## config.mk

```make
export PLATFORM = sky130hd
export DESIGN_NAME = interface_hcsr04_uc
export DESIGN_NICKNAME = d
export VERILOG_FILES = /design/src/rtl/interface_hcsr04_uc.sv
export SDC_FILE = /design/constraint.sdc
export NUM_CORES = 1
export LEC_CHECK = 0
export BUFFER_PORTS_ARGS = -buffer_cell sky130_fd_sc_hd__buf_2
export CAP_MARGIN = 20
export CORE_ASPECT_RATIO = 1.75
export CORE_MARGIN = 2
export CORE_UTILIZATION = 35
export CTS_BUF_LIST = sky130_fd_sc_hd__clkbuf_4
export CTS_CLUSTER_DIAMETER = 200
export DETAILED_ROUTE_END_ITERATION = 6
export PLACE_DENSITY = 0.64
export SYNTH_ARGS = -nofsm -noshare
export SYNTH_HDL_FRONTEND = slang
export SYNTH_SLANG_ARGS = --single-unit
```

## constraint.sdc

```tcl
create_clock -name clock -period 4.2 [get_ports clock]
set_input_delay 0.84 -clock clock [delete_from_list [all_inputs] [get_ports clock]]
set_output_delay 0.84 -clock clock [all_outputs]
set_load 0.02 [all_outputs]
```

## src/rtl/interface_hcsr04_uc.sv

```systemverilog
// HC-SR04 measurement control unit: emits the trigger pulse, gates the synchronised echo
// to contador_cm, latches the BCD result and flags a sensor timeout.
module interface_hcsr04_uc #(
    parameter int unsigned TRIG_CYCLES    = 500,
    parameter int unsigned TIMEOUT_CYCLES = 1_500_000,
    parameter int unsigned TIMEOUT_W      = 21
) (
    input  logic        clock,
    input  logic        reset,
    input  logic        medir,
    input  logic        echo,
    input  logic        fim_medida,
    input  logic [11:0] medida_bcd,
    output logic        trigger,
    output logic        pulso_cm,
    output logic [11:0] medida,
    output logic        pronto,
    output logic        erro,
    output logic [3:0]  db_estado
);

    localparam int unsigned TRIG_W = (TRIG_CYCLES > 1) ? $clog2(TRIG_CYCLES) : 1;
    localparam logic [TRIG_W-1:0]    TRIG_LAST    = TRIG_W'(TRIG_CYCLES - 1);
    localparam logic [TIMEOUT_W-1:0] TIMEOUT_LAST = TIMEOUT_W'(TIMEOUT_CYCLES - 1);

    typedef enum logic [3:0] {
        StInicial  = 4'd0,
        StPrepara  = 4'd1,
        StTrigger  = 4'd2,
        StEspera   = 4'd3,
        StMedindo  = 4'd4,
        StAguarda  = 4'd5,
        StArmazena = 4'd6,
        StFinal    = 4'd7,
        StTimeout  = 4'd8
    } state_e;

    state_e               state_q, state_d;
    logic [TRIG_W-1:0]    trig_cnt_q, trig_cnt_d;
    logic [TIMEOUT_W-1:0] tmo_cnt_q, tmo_cnt_d;
    logic                 echo_s1_q, echo_s1_d;
    logic                 echo_s_q, echo_s_d;
    logic                 trigger_q, trigger_d;
    logic                 pronto_q, pronto_d;
    logic                 erro_q, erro_d;
    logic [11:0]          medida_q, medida_d;
    logic                 tmo_hit;
    logic                 echo_rise;

    always_comb begin
        state_d    = state_q;
        trig_cnt_d = trig_cnt_q;
        tmo_cnt_d  = tmo_cnt_q;
        echo_s1_d  = echo;
        echo_s_d   = echo_s1_q;
        medida_d   = medida_q;
        erro_d     = erro_q;

        tmo_hit   = (tmo_cnt_q == TIMEOUT_LAST);
        // echo_s is about to rise on this edge, so MEDINDO starts together with echo_s high
        echo_rise = echo_s1_q & ~echo_s_q;

        case (state_q)
            StInicial: begin
                if (medir) state_d = StPrepara;
            end
            StPrepara: begin
                trig_cnt_d = '0;
                tmo_cnt_d  = '0;
                state_d    = StTrigger;
            end
            StTrigger: begin
                if (trig_cnt_q == TRIG_LAST) begin
                    state_d = StEspera;
                end else begin
                    trig_cnt_d = trig_cnt_q + 1'b1;
                end
            end
            StEspera: begin
                if (tmo_hit) begin
                    state_d = StTimeout;
                end else begin
                    tmo_cnt_d = tmo_cnt_q + 1'b1;
                    if (echo_rise) state_d = StMedindo;
                end
            end
            StMedindo: begin
                if (tmo_hit) begin
                    state_d = StTimeout;
                end else begin
                    tmo_cnt_d = tmo_cnt_q + 1'b1;
                    if (!echo_s_q) state_d = StAguarda;
                end
            end
            StAguarda: begin
                if (tmo_hit) begin
                    state_d = StTimeout;
                end else begin
                    tmo_cnt_d = tmo_cnt_q + 1'b1;
                    if (fim_medida) state_d = StArmazena;
                end
            end
            StArmazena: begin
                medida_d = medida_bcd;
                state_d  = StFinal;
            end
            StFinal:   state_d = StInicial;
            StTimeout: state_d = StInicial;
            default:   state_d = StInicial;
        endcase

        // Flags follow the state being entered so they line up with pronto
        if (state_d == StPrepara) erro_d = 1'b0;
        if (state_d == StTimeout) erro_d = 1'b1;
        trigger_d = (state_d == StTrigger);
        pronto_d  = (state_d == StFinal) || (state_d == StTimeout);
    end

    always_ff @(posedge clock or posedge reset) begin
        if (reset) begin
            state_q    <= StInicial;
            trig_cnt_q <= '0;
            tmo_cnt_q  <= '0;
            echo_s1_q  <= 1'b0;
            echo_s_q   <= 1'b0;
            trigger_q  <= 1'b0;
            pronto_q   <= 1'b0;
            erro_q     <= 1'b0;
            medida_q   <= '0;
        end else begin
            state_q    <= state_d;
            trig_cnt_q <= trig_cnt_d;
            tmo_cnt_q  <= tmo_cnt_d;
            echo_s1_q  <= echo_s1_d;
            echo_s_q   <= echo_s_d;
            trigger_q  <= trigger_d;
            pronto_q   <= pronto_d;
            erro_q     <= erro_d;
            medida_q   <= medida_d;
        end
    end

    assign trigger   = trigger_q;
    assign pulso_cm  = (state_q == StMedindo) & echo_s_q;
    assign medida    = medida_q;
    assign pronto    = pronto_q;
    assign erro      = erro_q;
    assign db_estado = state_q;

endmodule

```

# [Word level (Yosys, flattened, before mapping)]
# Cells that the tools add are included.
[word_totals] ff_bits=51 latch_bits=0 ramBits=0 rom_bits=0 inputBits=17 out_inout_bits=20 wordCells=51 mem_count=0
[classes] add_sub_neg=2 multipliers=0 div=0 order_cmp=0 n_eq_ne=14 shift=0 muxes=15 bitwise=3 reduce_logical=8
[ops] cell="21-bit one-hot mux with 2 select lines" count=1
[ops] cell="4-bit 2-to-1 mux" count=8
[ops] cell="4-bit one-hot mux with 7 select lines" count=1
[ops] cell="21-bit by 1-bit adder with 21-bit output, second input constant" count=1
[ops] cell="21-bit equality test, second input constant" count=1
[ops] cell="21-bit 2-to-1 mux" count=1
[ops] cell="9-bit one-hot mux with 2 select lines" count=1
[ops] cell="4-bit by 3-bit equality test with 1-bit output, second input constant" count=4
[ops] cell="4-bit by 2-bit equality test with 1-bit output, second input constant" count=3
[ops] cell="9-bit by 1-bit adder with 9-bit output, second input constant" count=1
[ops] cell="9-bit equality test, second input constant" count=1
[ops] cell="9-bit 2-to-1 mux" count=1
[ops] cell="4-bit by 1-bit equality test with 1-bit output, second input constant" count=2
[ops] cell="2-bit nonzero test" count=3
[ops] cell="4-bit equality test, second input constant" count=1
[ops] cell="4-bit zero test" count=1
[ops] cell="2-bit inequality test, second input constant" count=2
[ops] cell="2-bit AND reduction" count=2
[ops] cell="3-bit OR reduction" count=1
[ops] cell="1-bit AND" count=2
[ops] cell="1-bit 2-to-1 mux" count=2
[ops] cell="1-bit logical OR" count=1
[ops] cell="1-bit inverter" count=1

# [Depth between registers and ports, before layout]
# Gate-level depths: netlist (run 1).
[logic_depth] word_depth=8 depth_mapped=8 mapped_depth_nobuf=7

# [Worst setup path before layout (run 1)]
# No wires, ideal clock.
[synth_timing] path_type="register to output" startpoint="register state_q[2] (netlist: db_estado[2])" endpoint="output port pulso_cm" arrival_ps=1173 required_time_ps=3360 slack_ps=2187 stages_incl_launch_ff=4 path_buffers=1 cell_sequence="dfrtp_1 > buf_4 > and2b_1 > and3_1"
[synth_via] elab_chain_cells=2
[synth_rtl] item="from (decl)" line_no="38" rtl="state_e state_q, state_d;"
[synth_rtl] item="from (signal assigned)" line_no="121" rtl="state_q <= StInicial;"
[synth_rtl] item="from (signal assigned)" line_no="131" rtl="state_q <= state_d;"
[synth_rtl] item="4-bit by 3-bit equality test with 1-bit output" line_no="144" rtl="assign pulso_cm = (state_q == StMedindo) & echo_s_q;"
[synth_rtl] item="1-bit AND" line_no="144"
[synth_rtl] item="to (decl)" line_no="15" rtl="output logic pulso_cm,"
# No other way between the ends.

# [Final worst setup path (run 1)]
[layout_timing] startpoint="register state_q[1] (netlist: db_estado[1])" endpoint="output port pulso_cm"
# Same word-level chain as after synthesis.

==> out/metrics.cfg, run 1 <==
[logic_synthesis]
synth_cell_types = 49
postSynthAreaPerCell_um2 = 10.63
syn-cell-area_mm2 = 0.002562
yosys-top-cells-area = dfrtp_1 (50%), xor2_1 (5.5%), mux2_1 (5.3%)
yosysSeqAreaShare_pct = 49.80
ys_ff_latch = 51
syn_inst = 241
ys.flop_type = dfrtp_1
yosysTopAreaCell = dfrtp_1
synth_edf_count = 0
async_flop_share_pct = 100.0
yosys_warnings = 0
synth_top_area_share_pct = 49.80
syn_nets = 260

[power_and_ir_drop]
p_per_area_mw_per_mm2 = 530.8
cellLeakagePower_nw = 1.336
intPower_mw = 0.9501
p_sw_mw = 0.5922
p_comb_share_pct = 35.9
swShare_pct = 38.40
ir_drop_uv = 255.3
pwr-share-seq_pct = 45.8
p_clk_share_pct = 18.3

[clock_tree]
hold_buffers = 0
post_cts_resize_count = 0
cts_setup_buffers = 0
cts-root-buf = clkbuf_4
clk_path_buf_depth = 2
path_clk_slew_ps = 140
cts_sinks = 51
cts_made_buffers = 5
cts_tree = done
htree_levels = 2
worstSkewPairLatency_ps = 380

[worst_hold_path]
min_path_type = input pin to asynchronous set/reset pin

[route]
viasPerCell = 5.302
drt_first_pass_iters = 6
vias = 1930
wl_met3_um = 106
ant_nets = 0
drt_iter0_drc = 119
drcViolationCount = 0
drt-wirelength-per-cell_um = 15.20
highest_layer = met4
met2_length_mm = 3.125
drt-met1-wl_mm = 2.187
wl_mm = 5.533

[sta]
min_period_over_period_pct = 58.83
max_freq_mhz = 404.7
tightest_slew_ps = 875.5
finalWorstSetupSlack_ps = 1729
period_needed_ps = 2471
finalClockSkew_ps = 15.51
maxSlewHeadroom_pct = 41.39
hold_violations = 0
final_max_slew_viol_count = 0
setup_tns_ps = 0
setup_violations = 0
rsz0062_at_grt = no

[final_layout]
nets = 296
multi_input_area_mm2 = 0.001221
fillCellCount = 702
fin_area_mm2 = 0.002905
mostFrequentLayoutCell = dfrtp_1
syn_to_final_growth_pct = 13.38
layout.area.seq_mm2 = 0.001276
final_cell_mix = dfrtp_1 (51), buf_2 (36), nor2_1 (25), nand2_1 (19), xor2_1 (16)
final_layout_size_suffix_gt1_share_pct = 19.49

[worst_setup_path]
r2r_setup_slack_ps = 1860
critical_path_buf_inv_count = 1
arrival_ps = 1630
slowest_delay_ps = 580
cp-start-kind = flop
cp_data_required_time_ps = 3360
ff2ff_path_depth = 4
path_class = flop to output pin
worstPathMaxFanout = 16
cp.depth = 3
crit_path_end_kind = output pin
slowest_stage = dfrtp_1
crit_family = flip-flops
cp_cell_sequence = nor2_1 > and3_1 > buf_2

[grt]
grt_pass1_vias = 1932
track_usage_pct = 15.45
grt_first_pass_wirelength_mm = 9.246
grt_max_degree = 52
antenna_found_initial = 1
grt_overflow = 0

[floorplanning]
start_util_pct = 35.94
coreArea_mm2 = 0.007131
rows = 41
dieArea_mm2 = 0.008049
io_pins = 37
die_height_um = 117.2
die_x_um = 68.68

[placement]
gp_congestion = 0.7488
hpwl_mm = 3.944
post_dp_cell_area_mm2 = 0.002808
dp_slack_ps = 1900
io_buffers = 36

[flow_run]
maxCapViolCount = 0

[status]
status = finished clean

-- sequential cells by signal, indices dropped and copies added (netlist names) --
signal	count
db_estado	4
echo_s1_q	1
echo_s_q	1
erro	1
medida	12
pronto	1
tmo_cnt_q	21
trig_cnt_q	9
trigger	1
-- worst reg2reg max path: cells and delay by family, from the launching register on --
family,cells,cell delay (ps)
AO/OA/AOI/OAI,2,460
AND/OR/NAND/NOR,2,1220
flip-flops,1,580
-- area by class of cell --
type,count,area share (%)
flip-flops and latches,51,43.93
multi-input cells,177,42.03
repair buffers,38,7.149
well taps,86,3.704
clock buffers,6,1.550
clock inverters,1,1.034
inverters,4,0.5168
diodes,1,0.08613
-- worst paths after layout --
kind | to | start
min in group clock | echo_s_q | echo_s1_q
min | medida[10] | reset
max in group asynchronous | tmo_cnt_q[8] | reset
max | pulso_cm | db_estado[1]
min reg2reg | echo_s_q | echo_s1_q
max reg2reg | trig_cnt_q[6] | db_estado[1]
-- layer usage --
metal	track usage [%]	up-vias
met5	0	-
met4	7.333	0
met3	2.581	6
met2	28.33	15
met1	16.49	975
li1	-	934
-- cells by family (layout without fill, tap and decap cells) --
| family | after synthesis | after routing | synth area share, % |
|---|---|---|---|
| other | 0 | 1 | 0 |
| buffers and inverters | 13 | 49 | 2.539 |
| AOI/OAI and AO/OA | 30 | 30 | 8.741 |
| DFF | 51 | 51 | 49.80 |
| adders and majority gates | 2 | 2 | 0.9764 |
| muxes | 13 | 13 | 5.664 |
| xor gates and xnor gates | 20 | 20 | 6.836 |
| and+or+nand+nor | 112 | 112 | 25.44 |
-- metrics by stage --
| stage | utilization, % | total power [mW] | std cells | hold WS, ps |
|---|---|---|---|---|
| after CTS | 40.43 | 1.556 | 362 | 428.6 |
| after detailed placement | 39.38 | 1.273 | 355 | 393.9 |
| after global routing | 40.74 | 1.655 | 364 | 338.3 |
| after floorplan | - | 1.117 | 241 | 367.1 |
| final | 40.74 | 1.542 | 364 | 360.0 |
| after global placement | 39.38 | 1.259 | 355 | 393.1 |
-- power groups by stage --
| stage | clock, mW | combinational [mW] | sequential (mW) |
|---|---|---|---|
| after global routing | 0.320 | 0.609 | 0.726 |
| after global placement | 0 | 0.549 | 0.710 |
| after detailed placement | 0 | 0.557 | 0.717 |
| after floorplan | 0 | 0.333 | 0.784 |
| after CTS | 0.293 | 0.557 | 0.706 |
| final | 0.283 | 0.553 | 0.706 |
-- cell usage after synthesis, types with 2 or more instances --
library cell and count:
o2111ai_2 2, nand3b_1 3, a21oi_1 7, inv_1 4, and4_1 4, mux2_1 12
and3_1 8, nand2_1 19, or2_1 2, o21ai_1 2, o21ai_0 6, clkbuf_1 4
nor4b_4 2, xnor2_1 4, xor2_1 16, nor4bb_1 2, nor2b_1 2, nand3_1 9
nor4_1 4, ha_1 2, nand2b_1 6, and2_1 3, nand4_1 11, or3_1 5
buf_4 4, dfrtp_1 51, nor2_1 25
Note: power is estimated with default switching activity, not from simulation.
==> run 2: changes to the inputs <==
--- a/config.mk
+++ b/config.mk
@@ -5,6 +5,7 @@
 export SDC_FILE = /design/constraint.sdc
 export NUM_CORES = 1
 export LEC_CHECK = 0
+export ABC_AREA = 1
 export BUFFER_PORTS_ARGS = -buffer_cell sky130_fd_sc_hd__buf_2
 export CAP_MARGIN = 20
 export CORE_ASPECT_RATIO = 1.75
==> constraint.sdc (replaced) <==
create_clock -name clock -period 2.4 [get_ports clock]
set_input_delay 0.48 -clock clock [delete_from_list [all_inputs] [get_ports clock]]
set_output_delay 0.48 -clock clock [all_outputs]
set_load 0.02 [all_outputs]
==> out/metrics.cfg, run 2 <==
[final_layout]
nets = 444  ; +50%
syn_to_final_growth_pct = 11.70
fillCellCount = 830  ; +18%
final_layout_size_suffix_gt1_share_pct = 14.55  ; -4.9 points
antenna-diode-count = 0  ; -1
multi_input_area_mm2 = 0.001338  ; +9.5%
mostFrequentLayoutCell = nand2_1
utilization_pct = 39.85  ; -0.89 points
fin_area_mm2 = 0.003131  ; +7.8%
final_cell_mix = nand2_1 (142), nor2_1 (51), dfrtp_1 (51), buf_2 (36), inv_1 (32)
largest_reg_flops = 21  ; unchanged
regMostFlops = tmo_cnt_q
layout.area.seq_mm2 = 0.001276  ; unchanged
final_cells = 516  ; +42%

[logic_synthesis]
postSynthAreaPerCell_um2 = 7.223  ; -32%
syn_nets = 407  ; +57%
synth_edf_count = 0  ; unchanged
yosysSeqAreaShare_pct = 45.54  ; -4.3 points
yosys_warnings = 0  ; unchanged
ys.flop_type = dfrtp_1
syn-cell-area_mm2 = 0.002803  ; +9.4%
synth_cell_types = 26  ; -47%
synth_top_area_share_pct = 45.54  ; -4.3 points
synthTopCellsByCount = nand2_1 (142), dfrtp_1 (51), nor2_1 (51), inv_1 (33), nand3_1 (30)
yosysMostFrequentCell = nand2_1
syn_inst = 388  ; +61%
ys_ff_latch = 51  ; unchanged
yosysTopAreaCell = dfrtp_1
async_flop_share_pct = 100.0  ; unchanged
yosys-top-cells-area = dfrtp_1 (46%), nand2_1 (19%), nor2_1 (6.8%)

[worst_setup_path]
r2r_start = db_estado[2]
crit_family = simple AND/OR/NAND/NOR gates
cp_data_required_time_ps = 1920  ; -1440 ps
setup.worst_path.start = db_estado[2]
critical_path_buf_inv_count = 2  ; +1
worstPathMaxFanout = 3  ; -13
arrival_ps = 1550  ; -80 ps
slowest_delay_ps = 430  ; -150 ps
crit_path_end_kind = output pin
slowest_stage = dfrtp_1
ff2ff_path_depth = 8  ; +4
endpoint = pulso_cm
cp-start-kind = flop
r2r_end = tmo_cnt_q[6]
path_class = flop to output pin
r2r_setup_slack_ps = 440  ; -1420 ps
cp_cell_sequence = inv_1 > nor2_1 > nand2_1 > nor3_1 > buf_2
cp.depth = 5  ; +2

[clock_tree]
path_clk_slew_ps = 160  ; +20 ps
post_cts_resize_count = 0  ; unchanged
cts_sinks = 51  ; unchanged
htree_levels = 2  ; unchanged
cts_tree = done
clk_path_buf_depth = 2  ; unchanged
cts_setup_buffers = 0  ; unchanged
worstSkewPairLatency_ps = 390  ; about the same
hold_buffers = 0  ; unchanged
cts_made_buffers = 5  ; unchanged
cts-root-buf = clkbuf_4

[floorplanning]
die_height_um = 122.4  ; +4.4%
rows = 43  ; +4.9%
dieArea_mm2 = 0.008768  ; +8.9%
coreArea_mm2 = 0.007855  ; +10%
start_util_pct = 35.68  ; -0.26 points
io_pins = 37  ; unchanged
die_x_um = 71.65  ; +4.3%

[placement]
post_dp_cell_area_mm2 = 0.003069  ; +9.3%
gp_congestion = 0.9283  ; +24%
hpwl_mm = 4.838  ; +23%
place_inst = 508  ; +43%
io_buffers = 36  ; unchanged

[sta]
rsz0062_at_grt = no
final_max_slew_viol_count = 0  ; unchanged
max_freq_mhz = 491.6
setup_tns_ps = 0  ; unchanged
period_needed_ps = 2034
hold_violations = 0  ; unchanged
tightest_slew_ps = 569.9  ; -305.6 ps
finalClockSkew_ps = 6.741  ; -8.772 ps
maxSlewHeadroom_pct = 61.95  ; +21 points
setup_violations = 0  ; unchanged
min_period_over_period_pct = 84.76

[flow_run]
maxCapViolCount = 0  ; unchanged

[grt]
grt_max_degree = 28  ; -46%
antenna_found_initial = 0  ; -1
grt_pass1_vias = 2486  ; +29%
grt_overflow = 0  ; unchanged
grt_first_pass_wirelength_mm = 10.93  ; +18%
track_usage_pct = 15.77  ; +0.31 points

[power_and_ir_drop]
power_mw = 2.620  ; +70%
pwr-share-seq_pct = 44.1  ; -1.7 points
p_clk_share_pct = 16.0  ; -2.3 points
intPower_mw = 1.437  ; +51%
p_comb_share_pct = 39.9  ; +4.0 points
p_sw_mw = 1.184  ; +100%
ir_drop_uv = 242.5  ; -5.0%
cellLeakagePower_nw = 1.487  ; +11%
swShare_pct = 45.17  ; +6.8 points
p_per_area_mw_per_mm2 = 837.1  ; +58%

[route]
drt_first_pass_iters = 4  ; -2
drt-wirelength-per-cell_um = 12.37  ; -19%
wl_mm = 6.381  ; +15%
viasPerCell = 4.895  ; -7.7%
ant_nets = 0  ; unchanged
drcViolationCount = 0  ; unchanged
drt_iter0_drc = 123  ; +3.4%
vias = 2526  ; +31%

[worst_hold_path]
min_path_type = input pin to asynchronous set/reset pin

[status]
status = finished clean

-- run 2: changes by cell type in the layout (fill, tap and decap cells not counted), sizes merged, moves of 8 or more --
cell / delta
nor2: +29
inv: +33
o21ai: +14
nand3: +23
mux2: -12
nor3: +10
and3: -8
nand2: +126
-- run 2: stage by stage --
stage / setup WS [ps] / hold WS, ps
finish: 365.9 / 112.3
CTS: 372.5 / 119.5
global placement: 545.6 / 403.9
floorplan: 644.0 / 353.7
global route: 225.5 / 139.7
detailed placement: 467.9 / 406.6
-- run 2: worst register-to-register path, delay by kind of cell (launching register included) --
| kind | cells | cell delay, ps |
|---|---|---|
| AO/OA/AOI/OAI | 1 | 90 |
| AND/OR/NAND/NOR | 5 | 940 |
| flip-flops | 1 | 430 |
| buffers and inverters | 2 | 420 |
-- run 2: power groups by stage --
stage / clock network (mW) / registers (mW) / logic, mW
6_report: 0.419 / 1.16 / 1.05
3_3_place_gp: 0 / 1.17 / 1.04
4_1_cts: 0.444 / 1.16 / 1.06
3_5_place_dp: 0 / 1.17 / 1.06
5_1_grt: 0.474 / 1.18 / 1.18
2_1_floorplan: 0 / 1.32 / 0.664
-- run 2: kinds of logic after synthesis --
logic type               synth area share, %
AO/OA/AOI/OAI                          5.625
XOR/XNOR                               4.063
adder cells (fa/ha/maj)               0.8927
buffers and inverters                  6.741
flip-flops                             45.54
AND/OR/NAND/NOR                        37.14
-- run 2: cell type report --
cell class	instances	area share, %
clock buffer	5	1.199
clock inverter	3	0.7594
inverter	36	4.317
multi-input combinational	293	42.73
sequential	51	40.77
tap	90	3.597
timing repair buffer	38	6.635
-- run 2: routing by layer --
layer  track usage, %  up-vias  share of wire, %
met3            2.956       18               3.6
met5                0        -                 0
li1                 -     1292                 -
met1            16.17     1155                39
met2            29.63       61                54
met4            8.019        0               3.0
-- run 2: worst min-delay path by stage --
stage,startpoint,endpoint,slack [ps],cells past startpoint
6_report,reset,medida[4],110,2
5_1_grt,reset,medida[4],140,2
4_1_cts,reset,medida[4],120,2
3_5_place_dp,echo_s1_q,echo_s_q,410,0
3_3_place_gp,echo_s1_q,echo_s_q,400,0
2_1_floorplan,echo_s1_q,echo_s_q,350,0
==> run 3: changes to the inputs <==
--- a/config.mk
+++ b/config.mk
@@ -14,7 +14,7 @@
 export CTS_BUF_LIST = sky130_fd_sc_hd__clkbuf_4
 export CTS_CLUSTER_DIAMETER = 200
 export DETAILED_ROUTE_END_ITERATION = 6
-export PLACE_DENSITY = 0.64
+export PLACE_DENSITY = 0.66
 export SYNTH_ARGS = -nofsm -noshare
 export SYNTH_HDL_FRONTEND = slang
 export SYNTH_SLANG_ARGS = --single-unit
==> constraint.sdc (replaced) <==
create_clock -name clock -period 1.7 [get_ports clock]
set_input_delay 0.34 -clock clock [delete_from_list [all_inputs] [get_ports clock]]
set_output_delay 0.34 -clock clock [all_outputs]
set_load 0.02 [all_outputs]
==> out/metrics.cfg, run 3 (same netlist as run 2, synthesis figures left out) <==
[clock_tree]
cts_sinks = 51  ; unchanged
clk_path_buf_depth = 2  ; unchanged
path_clk_slew_ps = 160  ; about the same
worstSkewPairLatency_ps = 390  ; about the same
cts-root-buf = clkbuf_4
cts_made_buffers = 5  ; unchanged
htree_levels = 2  ; unchanged
cts_tree = done

[sta]
setup_violations = 0  ; unchanged
max_freq_mhz = 606.1
min_period_over_period_pct = 97.06
finalClockSkew_ps = 12.64  ; +5.902 ps
tightest_slew_ps = 405.9  ; -164.1 ps
rsz0062_at_grt = yes
finalWorstSetupSlack_ps = 50.02  ; -315.8 ps
setup_tns_ps = 0  ; unchanged
period_needed_ps = 1650
hold_violations = 0  ; unchanged
whs_ps = 48.21  ; -64.08 ps
final_max_slew_viol_count = 0  ; unchanged
maxSlewHeadroom_pct = 72.91  ; +11 points

[route]
viasPerCell = 4.953  ; +1.2%
wl_mm = 7.028  ; +10%
drcViolationCount = 0  ; unchanged
ant_nets = 0  ; unchanged
vias = 2660  ; +5.3%
drt_first_pass_iters = 5  ; +1
drt-wirelength-per-cell_um = 13.09  ; +5.8%
drt_iter0_drc = 130  ; +5.7%

[power_and_ir_drop]
p_sw_mw = 1.837  ; +55%
intPower_mw = 2.422  ; +69%
pwr-share-seq_pct = 38.0  ; -6.1 points
p_per_area_mw_per_mm2 = 1246  ; +49%
swShare_pct = 43.13  ; -2.0 points
p_clk_share_pct = 17.0  ; +1.0 points
p_comb_share_pct = 45.0  ; +5.1 points
cellLeakagePower_nw = 1.614  ; +8.6%
power_mw = 4.259  ; +63%
ir_drop_uv = 489.3  ; +100%

[worst_setup_path]
path_class = flop to flop
worstPathMaxFanout = 5  ; +2
r2r_setup_slack_ps = 50  ; -390 ps
cp_data_required_time_ps = 2030  ; +110 ps
cp-start-kind = flop
arrival_ps = 1980  ; +430 ps
r2r_start = db_estado[3]
ff2ff_path_depth = 9  ; +1
crit_path_end_kind = flop
r2r_end = trig_cnt_q[3]

[final_layout]
final_cell_mix = nand2_1 (139), dfrtp_1 (49), nor2_1 (47), buf_2 (35), inv_1 (30)
utilization_pct = 43.52  ; +3.7 points
final_layout_size_suffix_gt1_share_pct = 21.92  ; +7.4 points
syn_to_final_growth_pct = 21.96
nets = 465  ; +4.7%
layout.area.seq_mm2 = 0.001279  ; +0.20%
mostFrequentLayoutCell = nand2_1
largest_reg_flops = 21  ; unchanged
multi_input_area_mm2 = 0.001424  ; +6.5%
fillCellCount = 773  ; -6.9%
antenna-diode-count = 0  ; unchanged
regMostFlops = tmo_cnt_q

[worst_hold_path]
min_to = echo_s1_q
min_from = echo
hold_depth = 1
min_path_type = input pin to flop

[placement]
io_buffers = 36  ; unchanged
gp_congestion = 0.8868  ; -4.5%
dp_slack_ps = -15.86  ; -483.8 ps
hpwl_mm = 5.159  ; +6.6%

[grt]
track_usage_pct = 16.07  ; +0.30 points
use_met1_pct = 16.89  ; +0.72 points
grt_overflow = 0  ; unchanged
busiest_layer = met2
antenna_found_initial = 0  ; unchanged
met2_usage_pct = 28.99  ; -0.64 points
grt_first_pass_wirelength_mm = 11.15  ; +2.0%
grt_max_degree = 52  ; +86%
use_met3_pct = 3.038  ; +0.082 points
grt_pass1_vias = 2520  ; +1.4%

[floorplanning]
io_pins = 37  ; unchanged
start_util_pct = 35.68  ; unchanged
die_x_um = 71.65  ; unchanged
dieArea_mm2 = 0.008768  ; unchanged
rows = 43  ; unchanged
coreArea_mm2 = 0.007855  ; unchanged
die_height_um = 122.4  ; unchanged

[status]
status = finished clean

[flow_run]
maxCapViolCount = 0  ; unchanged

run 3: per-layer routing:
metal	vias up	routed length [µm]
met5	-	0
met4	0	295
met3	20	274
met2	68	3779
met1	1241	2679
li1	1331	-
run 3: power groups by stage:
stage                     sequential (mW)  clock [mW]  combinational, mW
after global placement               1.64           0               1.65
after detailed placement             1.65           0               1.67
after CTS                            1.61       0.748               1.74
final                                1.62       0.723               1.92
after global routing                 1.65       0.789               2.10
after floorplan                      1.86           0              0.938
run 3: critical path: stages, from the launching register on:
cell	delay, ps
dfrtp_1	450
buf_4	170
nor2_4	140
nand2_1	160
inv_2	140
nand2_2	80
buf_4	150
o21ai_0	150
nand2_1	70
nor2_1	80
run 3: area by class of cell:
type                    instances  area share (%)
clock buffers                   5           1.098
clock inverters                 3           1.281
inverters                      36           4.063
multi-input cells             293           41.65
flip-flops and latches         51           37.41
well taps                      90           3.294
repair buffers                 58           10.98
repair inverters                1          0.2196
run 3: worst max path at each step:
stage | startpoint | endpoint | slack [ps] | cells after the start
after CTS | db_estado[3] | pulso_cm | -20 | 4
final | db_estado[3] | trig_cnt_q[3] | 50 | 9
after global routing | db_estado[2] | pulso_cm | -30 | 5
after floorplan | db_estado[2] | pulso_cm | 80 | 4
after detailed placement | tmo_cnt_q[0] | tmo_cnt_q[7] | -20 | 6
after global placement | tmo_cnt_q[2] | tmo_cnt_q[7] | 50 | 5
run 3: metrics by stage:
step	cells	instance area, µm²
2_1_floorplan	388	2803
3_3_place_gp	518	3157
3_5_place_dp	518	3157
4_1_cts	530	3289
5_1_grt	537	3418
6_report	537	3418
run 3: repair_timing:
item                                    CTS  global route
pin swaps                                 0             4
buffers inserted                          3             6
cloned                                    0             1
gates resized for setup                   6            21
endpoints found under the setup margin    2            32
endpoints found under the hold margin    51             0
hold buffers                              1             0
